===== src/rtl/mac_acc_tc_40_if.sv =====
// Product-in / frame-sum-out stream bundle for mac_acc_tc_40.
// The master drives the product stream and out_ready. The slave is the accumulator.
interface mac_acc_tc_40_if #(
    parameter int ACC_W = 40,
    parameter int CNT_W = 8
);
    logic             in_valid;
    logic             in_ready;
    logic [31:0]      in_product;
    logic             in_last;
    logic             out_valid;
    logic             out_ready;
    logic [ACC_W-1:0] out_sum;
    logic [CNT_W-1:0] out_count;
    logic             out_ovf;

    modport master (
        output in_valid, in_product, in_last, out_ready,
        input  in_ready, out_valid, out_sum, out_count, out_ovf
    );

    modport slave (
        input  in_valid, in_product, in_last, out_ready,
        output in_ready, out_valid, out_sum, out_count, out_ovf
    );
endinterface


===== src/rtl/mac_acc_tc_40.sv =====
// Signed frame accumulator for 32-bit products; one sum per in_last frame. MAC_ACC_TC_40_SAT_EN selects saturating add.
// Latency: out_valid rises on the first edge after the in_last product is accepted.
// Backpressure: in_ready drops while a result is held; one bubble per frame after out_ready handshake.
module mac_acc_tc_40 #(
    parameter int ACC_W = 40,
    parameter int CNT_W = 8
) (
    input  logic             clk,
    input  logic             rst_n,
    mac_acc_tc_40_if.slave   bus
);
    typedef enum logic [0:0] {
        ACC  = 1'b0,
        HOLD = 1'b1
    } state_t;

    state_t           state_q;
    state_t           state_d;

    logic [ACC_W-1:0] acc_q;
    logic [CNT_W-1:0] cnt_q;
    logic             ovf_q;

    logic [ACC_W-1:0] sum_q;
    logic [CNT_W-1:0] count_q;
    logic             out_ovf_q;

    logic [ACC_W-1:0] prod_ext;
    logic [ACC_W-1:0] sum_raw;
    logic [ACC_W-1:0] nxt;
    logic [CNT_W-1:0] cnt_inc;
    logic             ovf_now;
    logic             accept;

    assign prod_ext = {{(ACC_W-32){bus.in_product[31]}}, bus.in_product};
    assign sum_raw  = acc_q + prod_ext;

    // Signed overflow: like-signed operands producing a result of the other sign.
    assign ovf_now  = (acc_q[ACC_W-1] == prod_ext[ACC_W-1]) &&
                      (sum_raw[ACC_W-1] != acc_q[ACC_W-1]);

`ifdef MAC_ACC_TC_40_SAT_EN
    always_comb begin
        nxt = sum_raw;
        if (ovf_now) begin
            nxt = acc_q[ACC_W-1] ? {1'b1, {(ACC_W-1){1'b0}}}
                                 : {1'b0, {(ACC_W-1){1'b1}}};
        end
    end
`else
    assign nxt = sum_raw;
`endif

    // Term counter sticks at all-ones rather than wrapping.
    assign cnt_inc = (&cnt_q) ? cnt_q : cnt_q + CNT_W'(1);

    always_ff @(posedge clk or negedge rst_n) begin
        if (!rst_n) begin
            state_q <= ACC;
        end else begin
            state_q <= state_d;
        end
    end

    always_comb begin
        state_d = state_q;
        accept  = 1'b0;
        case (state_q)
            ACC: begin
                accept = bus.in_valid;
                if (bus.in_valid && bus.in_last) begin
                    state_d = HOLD;
                end
            end
            HOLD: begin
                if (bus.out_ready) begin
                    state_d = ACC;
                end
            end
            default: state_d = ACC;
        endcase
    end

    always_ff @(posedge clk or negedge rst_n) begin
        if (!rst_n) begin
            acc_q     <= '0;
            cnt_q     <= '0;
            ovf_q     <= 1'b0;
            sum_q     <= '0;
            count_q   <= '0;
            out_ovf_q <= 1'b0;
        end else if (accept) begin
            if (bus.in_last) begin
                sum_q     <= nxt;
                count_q   <= cnt_inc;
                out_ovf_q <= ovf_q | ovf_now;
                acc_q     <= '0;
                cnt_q     <= '0;
                ovf_q     <= 1'b0;
            end else begin
                acc_q     <= nxt;
                cnt_q     <= cnt_inc;
                ovf_q     <= ovf_q | ovf_now;
            end
        end
    end

    // Handshake flags depend on state only, so no input-to-output combinational path.
    assign bus.in_ready  = (state_q == ACC);
    assign bus.out_valid = (state_q == HOLD);
    assign bus.out_sum   = sum_q;
    assign bus.out_count = count_q;
    assign bus.out_ovf   = out_ovf_q;
endmodule

===== src/flat_wrapper.sv =====
// flat-port wrapper written by rule: the top's interface ports become plain ports
module mac_acc_tc_40_flat 
#(
    parameter int ACC_W = 40,
    parameter int CNT_W = 8
)
  (clk, rst_n, bus_in_valid, bus_in_product, bus_in_last, bus_out_ready, bus_in_ready, bus_out_valid, bus_out_sum, bus_out_count, bus_out_ovf);
  mac_acc_tc_40_if #(.ACC_W(ACC_W), .CNT_W(CNT_W)) bus_i ();
  input  logic clk;
  input  logic rst_n;
  input wire logic [$bits(bus_i.in_valid)-1:0] bus_in_valid;
  input wire logic [$bits(bus_i.in_product)-1:0] bus_in_product;
  input wire logic [$bits(bus_i.in_last)-1:0] bus_in_last;
  input wire logic [$bits(bus_i.out_ready)-1:0] bus_out_ready;
  output wire logic [$bits(bus_i.in_ready)-1:0] bus_in_ready;
  output wire logic [$bits(bus_i.out_valid)-1:0] bus_out_valid;
  output wire logic [$bits(bus_i.out_sum)-1:0] bus_out_sum;
  output wire logic [$bits(bus_i.out_count)-1:0] bus_out_count;
  output wire logic [$bits(bus_i.out_ovf)-1:0] bus_out_ovf;
  assign bus_i.in_valid = bus_in_valid;
  assign bus_i.in_product = bus_in_product;
  assign bus_i.in_last = bus_in_last;
  assign bus_i.out_ready = bus_out_ready;
  assign bus_in_ready = bus_i.in_ready;
  assign bus_out_valid = bus_i.out_valid;
  assign bus_out_sum = bus_i.out_sum;
  assign bus_out_count = bus_i.out_count;
  assign bus_out_ovf = bus_i.out_ovf;
  mac_acc_tc_40 #(.ACC_W(ACC_W), .CNT_W(CNT_W)) u_core (.clk(clk), .rst_n(rst_n), .bus(bus_i));
endmodule

===== config.mk =====
export PLATFORM = sky130hd
export DESIGN_NAME = mac_acc_tc_40_flat
export DESIGN_NICKNAME = d
export VERILOG_FILES = /design/src/rtl/mac_acc_tc_40_if.sv /design/src/rtl/mac_acc_tc_40.sv /design/src/flat_wrapper.sv
export SDC_FILE = /design/constraint.sdc
export NUM_CORES = 1
export LEC_CHECK = 0
export BUFFER_PORTS_ARGS = -buffer_cell sky130_fd_sc_hd__clkbuf_2
export CAP_MARGIN = 25
export CORE_MARGIN = 5
export CORE_UTILIZATION = 30
export DETAILED_ROUTE_END_ITERATION = 7
export HOLD_SLACK_MARGIN = 0.02
export PLACE_DENSITY = 0.52
export REMOVE_ABC_BUFFERS = 1
export SKIP_CTS_REPAIR_TIMING = 1
export SYNTH_ARGS = -nofsm -noshare
export SYNTH_HDL_FRONTEND = slang
export SYNTH_SLANG_ARGS = --single-unit

===== constraint.sdc =====
create_clock -name clk -period 2.75 [get_ports clk]
set_input_delay 0.55 -clock clk [delete_from_list [all_inputs] [get_ports clk]]
set_output_delay 0.55 -clock clk [all_outputs]
set_load 0.005 [all_outputs]

==> results of run 1 <==
[through the flow]
stage	instances	util, %	setup TNS (ps)
5_1_grt	1058	39.5	-4160
3_5_place_dp	1040	37.1	-13230
6_report	1058	39.5	-629
4_1_cts	1056	38.7	-4110
3_3_place_gp	1040	37.1	-12440
2_1_floorplan	597	-	-2840
[cells by family (layout without fill, tap and decap cells)]
family                   Yosys count  after routing
flip-flops                        99             99
AND/OR/NAND/NOR                  168            168
multiplexers                      21             21
adder cells (fa/ha/maj)           41             41
AO/OA/AOI/OAI                    218            218
buffers and inverters             47            205
XOR/XNOR                          41             41
[layer usage]
metal | up-vias | GRT usage (%) | part of all wire [%] | routed length [um]
met5 | - | 0 | 0 | 0
met4 | 0 | 4.12 | 1.2 | 189
met3 | 14 | 2.76 | 3.5 | 537
met2 | 90 | 22.5 | 45 | 6820
met1 | 2381 | 19.8 | 50 | 7640
li1 | 2581 | - | - | -
[critical path, stage by stage, from the launching register on]
cell,delay (ps)
dfrtp_1,380
ha_2,180
inv_2,60
fa_2,230
nor2b_4,40
o31a_1,250
o31a_1,310
a311o_1,340
o21ai_2,180
o21ai_2,80
a41o_1,190
a31oi_1,200
xnor2_1,110
mux2_2,260
[power by group]
part	switching (W)	internal [W]
Combinational	0.00225	0.00224
Sequential	0.000335	0.00204
Clock	0.000584	0.000759
Total	0.00317	0.00503
[cell usage after synthesis (15+ instances only)]
cell type / n / area, um2
dfrtp_1: 99 / 2480
nand2_1: 91 / 342
o21ai_0: 85 / 425
a21oi_1: 47 / 235
ha_1: 40 / 500
clkbuf_1: 34 / 128
nor2_1: 29 / 109
xnor2_1: 25 / 219
a21o_1: 24 / 180
mux2_2: 16 / 180
xor2_1: 16 / 140
a22o_1: 15 / 131
[area by class of cell]
class | instances | share of cell area, %
clock inverters | 5 | 0.787
multi-input cells | 489 | 43.6
inverters | 9 | 0.443
repair buffers | 180 | 15.1
clock buffers | 11 | 3.31
flip-flops and latches | 99 | 32.5
well taps | 265 | 4.35
[flip-flops by register name, indices dropped and copies added, names as in the netlist]
register	flops
u_core.bus.out_ovf	1
u_core.bus.out_sum	40
u_core.acc_q	40
u_core.ovf_q	1
u_core.bus.out_valid	1
u_core.bus.out_count	8
u_core.cnt_q	8
[cell usage in the layout (no fill, tap or decap), types with 4 or more instances in the layout]
cell type	instances
dfrtp_1	99
mux2_2	16
o21ai_2	4
ha_1	38
o21ai_0	78
nor2_1	29
nand2_1	90
nand4_1	11
xor2_1	15
o31ai_1	4
mux2i_1	5
clkbuf_2	86
a21oi_1	41
a21oi_2	5
a22o_1	15
a21o_1	24
and3_1	5
o21ai_1	6
o21a_1	7
a31oi_1	6
nor2b_1	6
nand3_1	10
inv_1	8
xnor2_1	23
clkbuf_16	9
buf_4	93
[worst min-delay path by stage]
stage	startpoint	end	slack (ps)
3_3_place_gp	u_core.bus.out_count[3]	u_core.bus.out_count[3]	460
2_1_floorplan	rst_n	u_core.acc_q[0]	250
6_report	rst_n	u_core.bus.out_sum[8]	160
5_1_grt	rst_n	u_core.bus.out_sum[8]	180
3_5_place_dp	u_core.acc_q[0]	u_core.acc_q[0]	470
4_1_cts	rst_n	u_core.bus.out_sum[8]	160
==> impl_metrics.csv, run 1 <==
group,metric,value,unit
cells_and_area,multi_input_area,0.00333,mm2
status,outcome,"complete, but fails checks",
power,power_leakage,3.75,nW
cells_and_area,design_area,0.00763,mm2
worst_setup_path,path_class,"reg -> reg",
sta,timing.final.crit_period,2920,ps
status,violations,"setup timing",
place,placed_area,0.00718,mm2
die,start_util,30.3,%
route,vias_per_cell,4.79,
global_route,grt.overflow.total,0,
global_route,grt_pass1_vias,5062,
die,die_area,0.0224,mm2
sta,layout_setup_ws,-175,ps
sta,hold-worst-slack,155,ps
cells_and_area,finish.net_count,866,
synthesis,yosys_warnings,0,
die,fp.coreArea,0.0193,mm2
sta,worstMarginPinSlew,487,ps
worst_setup_path,critPathArrivalTime,3170,ps
worst_setup_path,end_kind,"flip-flop",
sta,max_freq,342,MHz
synthesis,synth_adder_area_share,8.89,%
power,peakVddDrop,0.389,mV
synthesis,synthXorXnorAreaFrac,6.13,%
min_path,min_path_type,"in -> async",
route,drtIter0Drc,202,
clocking,cts_sinks,99,
die,core.rowCount,51,
global_route,grt_pass1_wl,25.6,mm
cells_and_area,drive_gt1_share,30.0,%
synthesis,synthArstFlopShare,100,%
global_route,antenna_found_initial,0,
cells_and_area,fillers,2022,
place,gp_congestion,0.824,
worst_setup_path,critical_path_required,3000,ps
clocking,clock_path_buffers,2,
synthesis,synth-compound-area-share,22.8,%
synthesis,synth_edf_count,0,
place,place_ws,-581,ps
sta,setup_viol,10,
sta,fin_skew,12.0,ps
synthesis,synthSimpleGateAreaFrac,12.8,%
route,wl_per_cell,14.4,um
synthesis,synth.distinct_cells,51,
die,io_pins,88,
route,via_count,5066,
synthesis,ys_seq_area_share,42.3,%
worst_setup_path,reg2reg_slack,-170,ps
worst_setup_path,crit_end,"u_core.bus.out_sum[38]",
synthesis,synth_ff_type,"dfrtp_1",
sta,slew_headroom,67.5,%
clocking,cts_tree,"built",
global_route,track_usage,14.2,%
route,firstDrtPassIters,4,
synthesis,synth_seq_cells,99,
route,drc,0,
power,power_density,1070,mW/mm2
sta,period_share,106,%
flow_run,cap_viol_max_count,0,
global_route,grt_max_degree,45,
place,dp_hpwl,11.6,mm
worst_setup_path,timing.rr.start,"u_core.acc_q[0]",
worst_setup_path,worstReg2RegEnd,"u_core.bus.out_sum[38]",
route,ant_nets,0,
cells_and_area,area_growth,30.3,%
worst_setup_path,startpoint,"u_core.acc_q[0]",
die,die_height,150,um
clocking,numCtsBuffers,9,
power,total_power,0.00820,W
clocking,clk_latency,360,ps
synthesis,synth_area,0.00586,mm2
sta,rsz0062_at_grt,"yes",
clocking,cts_htree_levels,3,
worst_setup_path,r2r_cells,13,
worst_setup_path,startpoint_type,"flip-flop",
clocking,cts_root_buf,"clkbuf_16",
synthesis,synth.mux.area_fraction,3.93,%
die,die_w,150,um
synthesis,synthCells,635,
clocking,path_clk_slew,80,ps
cells_and_area,seq_area,0.00248,mm2
synthesis,syn_avg_cell_area,9.22,um2
cells_and_area,diodes,0,
sta,finalHoldViolations,0,
worst_setup_path,worstPathMaxFanout,3,
sta,drv_slew,0,
place,port_buffers,87,
route,finalWirelength,15.2,mm
synthesis,synth_top_family_by_area,"compound AO/OA/AOI/OAI gates",
Note: power is estimated with default switching activity, not from simulation.
==> run 2, diff against run 1 <==
--- a/config.mk
+++ b/config.mk
@@ -5,10 +5,12 @@
 export SDC_FILE = /design/constraint.sdc
 export NUM_CORES = 1
 export LEC_CHECK = 0
+export ABC_AREA = 1
 export BUFFER_PORTS_ARGS = -buffer_cell sky130_fd_sc_hd__clkbuf_2
 export CAP_MARGIN = 25
 export CORE_MARGIN = 5
 export CORE_UTILIZATION = 30
+export CTS_BUF_LIST = sky130_fd_sc_hd__clkbuf_8 sky130_fd_sc_hd__clkbuf_16
 export DETAILED_ROUTE_END_ITERATION = 7
 export HOLD_SLACK_MARGIN = 0.02
 export PLACE_DENSITY = 0.52
==> run 2 against run 1 <==
Compared with the run above: the flow now finishes without violations; first-iteration DRC count is 110% higher; final cell count is 31% higher; worst hold slack worse by 130 ps; combinational power is 15% lower; via count is 30% higher.
==> impl_metrics.csv, run 2 <==
group,metric,value,unit
status,outcome,"finished clean",
synthesis,yosys_warnings,0,
power,power_leakage,4.36,nW
die,die_area,0.0258,mm2
synthesis,post-synth-top-count-cell,"nand2_1",
synthesis,syn_avg_cell_area,6.85,um2
synthesis,ys_seq_area_share,36.4,%
die,fp.coreArea,0.0225,mm2
die,die_height,161,um
route,ant_nets,0,
place,port_buffers,87,
synthesis,yosysTopAreaCell,"dfrtp_1",
synthesis,synth_common_cells,"nand2_1 (368), inv_1 (111), dfrtp_1 (99), nand3_1 (79), nor2_1 (74)",
clocking,clock_path_buffers,2,
die,core.rowCount,55,
clocking,cts_htree_levels,3,
route,drc,0,
route,via_count,6567,
worst_setup_path,startpoint_type,"flip-flop",
synthesis,synthCells,995,
synthesis,ys_top_cells_by_area,"dfrtp_1 (36%), nand2_1 (20%), ha_1 (7.3%), inv_1 (6.1%), nand3_1 (5.8%)",
sta,worstMarginPinSlew,511,ps
global_route,grt_pass1_wl,35.1,mm
synthesis,synthSimpleGateAreaFrac,36.5,%
power,cell_internal_pwr,0.00405,W
clocking,cts_root_buf,"clkbuf_16",
die,start_util,30.3,%
clocking,cts_tree,"built",
min_path,min_path_type,"in -> async",
synthesis,synth_adder_area_share,7.64,%
place,gp_congestion,0.932,
place,dp.cells,1366,
power,p_seq_share,30.8,%
die,io_pins,88,
route,firstDrtPassIters,5,
power,power_density,930,mW/mm2
route,vias_per_cell,4.75,
power,pwr-share-comb,51.3,%
power,total_power,0.00743,W
flow_run,cap_viol_max_count,0,
sta,max_freq,437,MHz
worst_setup_path,worstPathMaxFanout,4,
synthesis,synth_ff_type,"dfrtp_1",
sta,finalHoldViolations,0,
synthesis,synthArstFlopShare,100,%
route,wl_per_cell,15.3,um
cells_and_area,area_growth,17.3,%
worst_setup_path,end_kind,"flip-flop",
power,clkPwrFrac,17.9,%
sta,slew_headroom,65.9,%
sta,fin_skew,16.4,ps
sta,rsz0062_at_grt,"no",
clocking,numCtsBuffers,9,
cells_and_area,diodes,0,
worst_setup_path,critPathArrivalTime,2560,ps
clocking,clk_latency,380,ps
power,p_switching,0.00338,W
synthesis,yosysTopAreaCellShare,36.4,%
clocking,cts_sinks,99,
cells_and_area,final_cells,1382,
clocking,path_clk_slew,80,ps
sta,drv_slew,0,
global_route,grt_pass1_vias,6687,
synthesis,synth_seq_cells,99,
power,peakVddDrop,0.305,mV
cells_and_area,layout_common_cells,"nand2_1 (368), inv_1 (110), dfrtp_1 (99), clkbuf_2 (86), nand3_1 (79)",
route,finalWirelength,21.2,mm
synthesis,synth.mux.area_fraction,0,%
power,switching_share,45.5,%
global_route,antenna_found_initial,0,
synthesis,synth.distinct_cells,36,
worst_setup_path,path_class,"reg -> reg",
cells_and_area,final_common_cell,"nand2_1",
global_route,track_usage,16.9,%
synthesis,synth_edf_count,0,
cells_and_area,finish.net_count,1170,
global_route,grt.overflow.total,0,
sta,timing.final.crit_period,2290,ps
sta,period_share,83.2,%
route,drtIter0Drc,427,
global_route,grt_max_degree,53,
cells_and_area,drive_gt1_share,14.4,%
synthesis,synthXorXnorAreaFrac,1.80,%
worst_setup_path,critical_path_required,3020,ps
synthesis,synth_area,0.00681,mm2
die,die_w,161,um
sta,setup_viol,0,
synthesis,synth_top_family_by_area,"simple AND/OR/NAND/NOR gates",
place,dp_hpwl,17.1,mm
synthesis,synth-compound-area-share,10.4,%
-- run 2: cell count changes in the layout (fill, tap and decap cells not counted), moves of 7 or more --
cell      previous run  this run
mux2_2              16         0
buf_4               93        16
nand3_1             10        79
nand2_1             90       368
nand3b_1             0        12
a21o_1              24         1
nor2_1              29        74
a22o_1              15         2
inv_1                8       110
o21ai_0             78        52
xor2_1              15         7
xnor2_1             23         7
nand2_2              1         8
-- run 2: final timing paths --
check / from / endpoint / slack [ps] / depth (start not counted)
max in group asynchronous: rst_n / u_core.acc_q[5] / 1990 / 2
max: u_core.acc_q[0] / u_core.bus.out_sum[28] / 460 / 13
max reg2reg: u_core.acc_q[0] / u_core.bus.out_sum[28] / 460 / 13
min in group clk: bus_out_ready / u_core.bus.out_valid / 360 / 2
min reg2reg: u_core.bus.out_sum[16] / u_core.bus.out_sum[16] / 480 / 2
min: rst_n / u_core.acc_q[19] / 20 / 1
-- run 2: metal layers --
layer | global-route usage, % | vias to the layer above | share of wire, %
met2 | 26.2 | 120 | 43
met3 | 2.98 | 21 | 3.6
li1 | - | 3381 | -
met4 | 4.11 | 0 | 1.6
met1 | 24.6 | 3045 | 52
met5 | 0 | - | 0
-- run 2: critical path, stage by stage, from the launching register on --
cell and delay [ps]:
dfrtp_1 350, ha_1 210, inv_1 70, fa_1 430, inv_1 100, nand3_1 80, nand3_2 120, a21oi_2 120
o21ai_1 210, nand2_1 180, nand2_1 110, nand2_1 60, nand3_1 80, nand2_1 60
-- run 2: cell families after synthesis --
kind of cell               Yosys count
and+or+nand+nor                    583
buffers and inverters              131
AOI/OAI and AO/OA                  127
DFF                                 99
adders and majority gates           41
xor gates and xnor gates            14
-- run 2: metrics by stage --
| step | worst slack [ps] | hold slack [ps] | cell area, um2 | util, % | TNS, ps |
|---|---|---|---|---|---|
| after floorplan | -673 | 254 | 6740 | - | -26060 |
| after global placement | 215 | 420 | 7690 | 34.2 | 0 |
| after detailed placement | 170 | 422 | 7690 | 34.2 | 0 |
| after CTS | 448 | 20.4 | 7990 | 35.5 | 0 |
| after global routing | 258 | 25.3 | 7990 | 35.5 | 0 |
| final | 463 | 22.3 | 7990 | 35.5 | 0 |
-- run 2: final cells by class --
type | count | area (um2)
clock buffer | 9 | 225
clock inverter | 7 | 78.8
fill | 2446 | 14500
inverter | 113 | 424
multi-input combinational | 765 | 3840
sequential | 99 | 2480
tap | 285 | 357
timing repair buffer | 104 | 591
-- run 2: power groups by stage --
stage | Sequential (W) | Clock, W | Combinational [W]
6_report | 0.00229 | 0.00133 | 0.00382
5_1_grt | 0.00236 | 0.00142 | 0.00439
4_1_cts | 0.00229 | 0.00137 | 0.00385
3_5_place_dp | 0.00231 | 0 | 0.00383
3_3_place_gp | 0.00231 | 0 | 0.00382
2_1_floorplan | 0.00229 | 0 | 0.00253
==> run 3, diff against run 2 <==
--- a/config.mk
+++ b/config.mk
@@ -13,7 +13,7 @@
 export CTS_BUF_LIST = sky130_fd_sc_hd__clkbuf_8 sky130_fd_sc_hd__clkbuf_16
 export DETAILED_ROUTE_END_ITERATION = 7
 export HOLD_SLACK_MARGIN = 0.02
-export PLACE_DENSITY = 0.52
+export PLACE_DENSITY = 0.5
 export REMOVE_ABC_BUFFERS = 1
 export SKIP_CTS_REPAIR_TIMING = 1
 export SYNTH_ARGS = -nofsm -noshare
==> constraint.sdc (replaced) <==
create_clock -name clk -period 2.3 [get_ports clk]
set_input_delay 0.46 -clock clk [delete_from_list [all_inputs] [get_ports clk]]
set_output_delay 0.46 -clock clk [all_outputs]
set_load 0.005 [all_outputs]
==> run 3 against run 2 <==
Compared with the run above: utilization up 2.5 points; non-clock buffer count up 65; sequential share of layout area decreased by 2.0 points; fmax up 4.8%; critical endpoint is now u_core.bus.out_sum[14]; highest routed layer unchanged.
==> impl_metrics.csv, run 3 (synthesized netlist as in run 2, its figures left out) <==
group,metric,value,unit
status,outcome,"finished clean",
die,fp.coreArea,0.0225,mm2
route,finalWirelength,21.6,mm
worst_setup_path,critPathArrivalTime,2440,ps
cells_and_area,final_common_cell,"nand2_1",
route,wl_per_cell,14.9,um
global_route,grt.overflow.total,0,
global_route,grt_pass1_vias,6923,
die,die_height,161,um
route,ant_nets,0,
power,peakVddDrop,0.390,mV
global_route,antenna_found_initial,0,
global_route,grt_pass1_wl,36.0,mm
clocking,cts_tree,"built",
sta,period_share,94.9,%
clocking,clk_latency,360,ps
cells_and_area,diodes,0,
min_path,min_path_type,"in -> async",
worst_setup_path,end_kind,"flip-flop",
sta,drv_slew,0,
sta,slew_headroom,66.0,%
place,dp.cells,1428,
die,die_w,161,um
clocking,path_clk_slew,80,ps
global_route,track_usage,17.2,%
power,total_power,0.00955,W
power,power_leakage,4.67,nW
route,drtIter0Drc,385,
place,port_buffers,87,
place,place_ws,-142,ps
sta,rsz0062_at_grt,"no",
sta,max_freq,458,MHz
cells_and_area,area_growth,25.5,%
flow_run,cap_viol_max_count,0,
cells_and_area,finalCoreUtilization,38.0,%
route,firstDrtPassIters,5,
cells_and_area,fillers,2432,
clocking,cts_htree_levels,3,
clocking,numCtsBuffers,9,
clocking,clock_path_buffers,2,
cells_and_area,final_cells,1447,
die,start_util,30.3,%
global_route,grt_max_degree,56,
worst_setup_path,path_class,"reg -> reg",
route,vias_per_cell,4.65,
route,via_count,6735,
sta,layout_setup_ws,117,ps
place,gp_congestion,0.958,
route,drc,0,
cells_and_area,seq_area,0.00248,mm2
cells_and_area,multi_input_area,0.00391,mm2
die,io_pins,88,
worst_setup_path,worstPathMaxFanout,4,
place,dp_hpwl,17.2,mm
worst_setup_path,startpoint_type,"flip-flop",
clocking,cts_sinks,99,
cells_and_area,layout_common_cells,"nand2_1 (367), inv_1 (108), dfrtp_1 (99), clkbuf_2 (86), buf_4 (80)",
sta,fin_skew,12.3,ps
die,die_area,0.0258,mm2
worst_setup_path,critical_path_required,2550,ps
sta,worstMarginPinSlew,509,ps
die,core.rowCount,55,
cells_and_area,drive_gt1_share,20.6,%
sta,finalHoldViolations,0,
cells_and_area,finish.net_count,1235,
clocking,cts_root_buf,"clkbuf_16",
sta,hold-worst-slack,30.5,ps
sta,timing.final.crit_period,2180,ps
sta,setup_viol,0,
power,power_density,1120,mW/mm2
==> run 3: changes by cell type in the layout (fill, tap and decap cells not counted), sizes merged <==
| cell | before | now |
|---|---|---|
| clkinvlp | 0 | 1 |
| clkinv | 3 | 2 |
| buf | 18 | 83 |
==> run 3: final timing paths <==
check | cells past startpoint | end | startpoint | slack (ps)
setup / recovery | 10 | u_core.bus.out_sum[14] | u_core.acc_q[9] | 120
hold / removal | 1 | u_core.bus.out_sum[19] | rst_n | 30
setup reg to reg | 10 | u_core.bus.out_sum[14] | u_core.acc_q[9] | 120
hold reg to reg | 2 | u_core.bus.out_sum[17] | u_core.bus.out_sum[17] | 480
max in group asynchronous | 2 | u_core.cnt_q[7] | rst_n | 1620
min in group clk | 2 | u_core.bus.out_valid | bus_out_ready | 280
==> run 3: per-stage QoR <==
| step | TNS [ps] | cell area (um2) |
|---|---|---|
| global route | 0 | 8550 |
| floorplan | -49000 | 6740 |
| CTS | 0 | 8460 |
| global placement | -1110 | 8160 |
| detailed placement | -927 | 8160 |
| finish | 0 | 8550 |
==> run 3: worst max-delay path: stages (launching register included) <==
cell and delay, ps:
dfrtp_1 390, ha_1 360, a21oi_2 290, a21oi_1 140, nor2_1 130, nand2_2 80, buf_4 160, buf_4 130
or2_2 270, nand3_1 80, nand2_1 50
==> run 3: layer usage <==
| metal | vias to the layer above | track usage, % | wire [um] |
|---|---|---|---|
| met5 | - | 0 | 0 |
| met4 | 0 | 4.30 | 316 |
| met3 | 21 | 2.62 | 731 |
| met2 | 122 | 27.4 | 9490 |
| met1 | 3076 | 24.5 | 11000 |
| li1 | 3516 | - | - |
==> run 3: area by class of cell <==
class	count	share of cell area [%]
multi-input combinational	765	45.7
sequential	99	29.0
timing repair buffer	169	12.8
inverter	113	4.96
tap	285	4.17
clock buffer	9	2.63
clock inverter	7	0.819
==> run 3: power breakdown <==
part	leakage, nW	switching (W)	internal (W)	total, W
registers	1.27	0.000382	0.00238	0.00276
logic	3.25	0.00300	0.00225	0.00525
clock network	0.142	0.000781	0.000766	0.00155
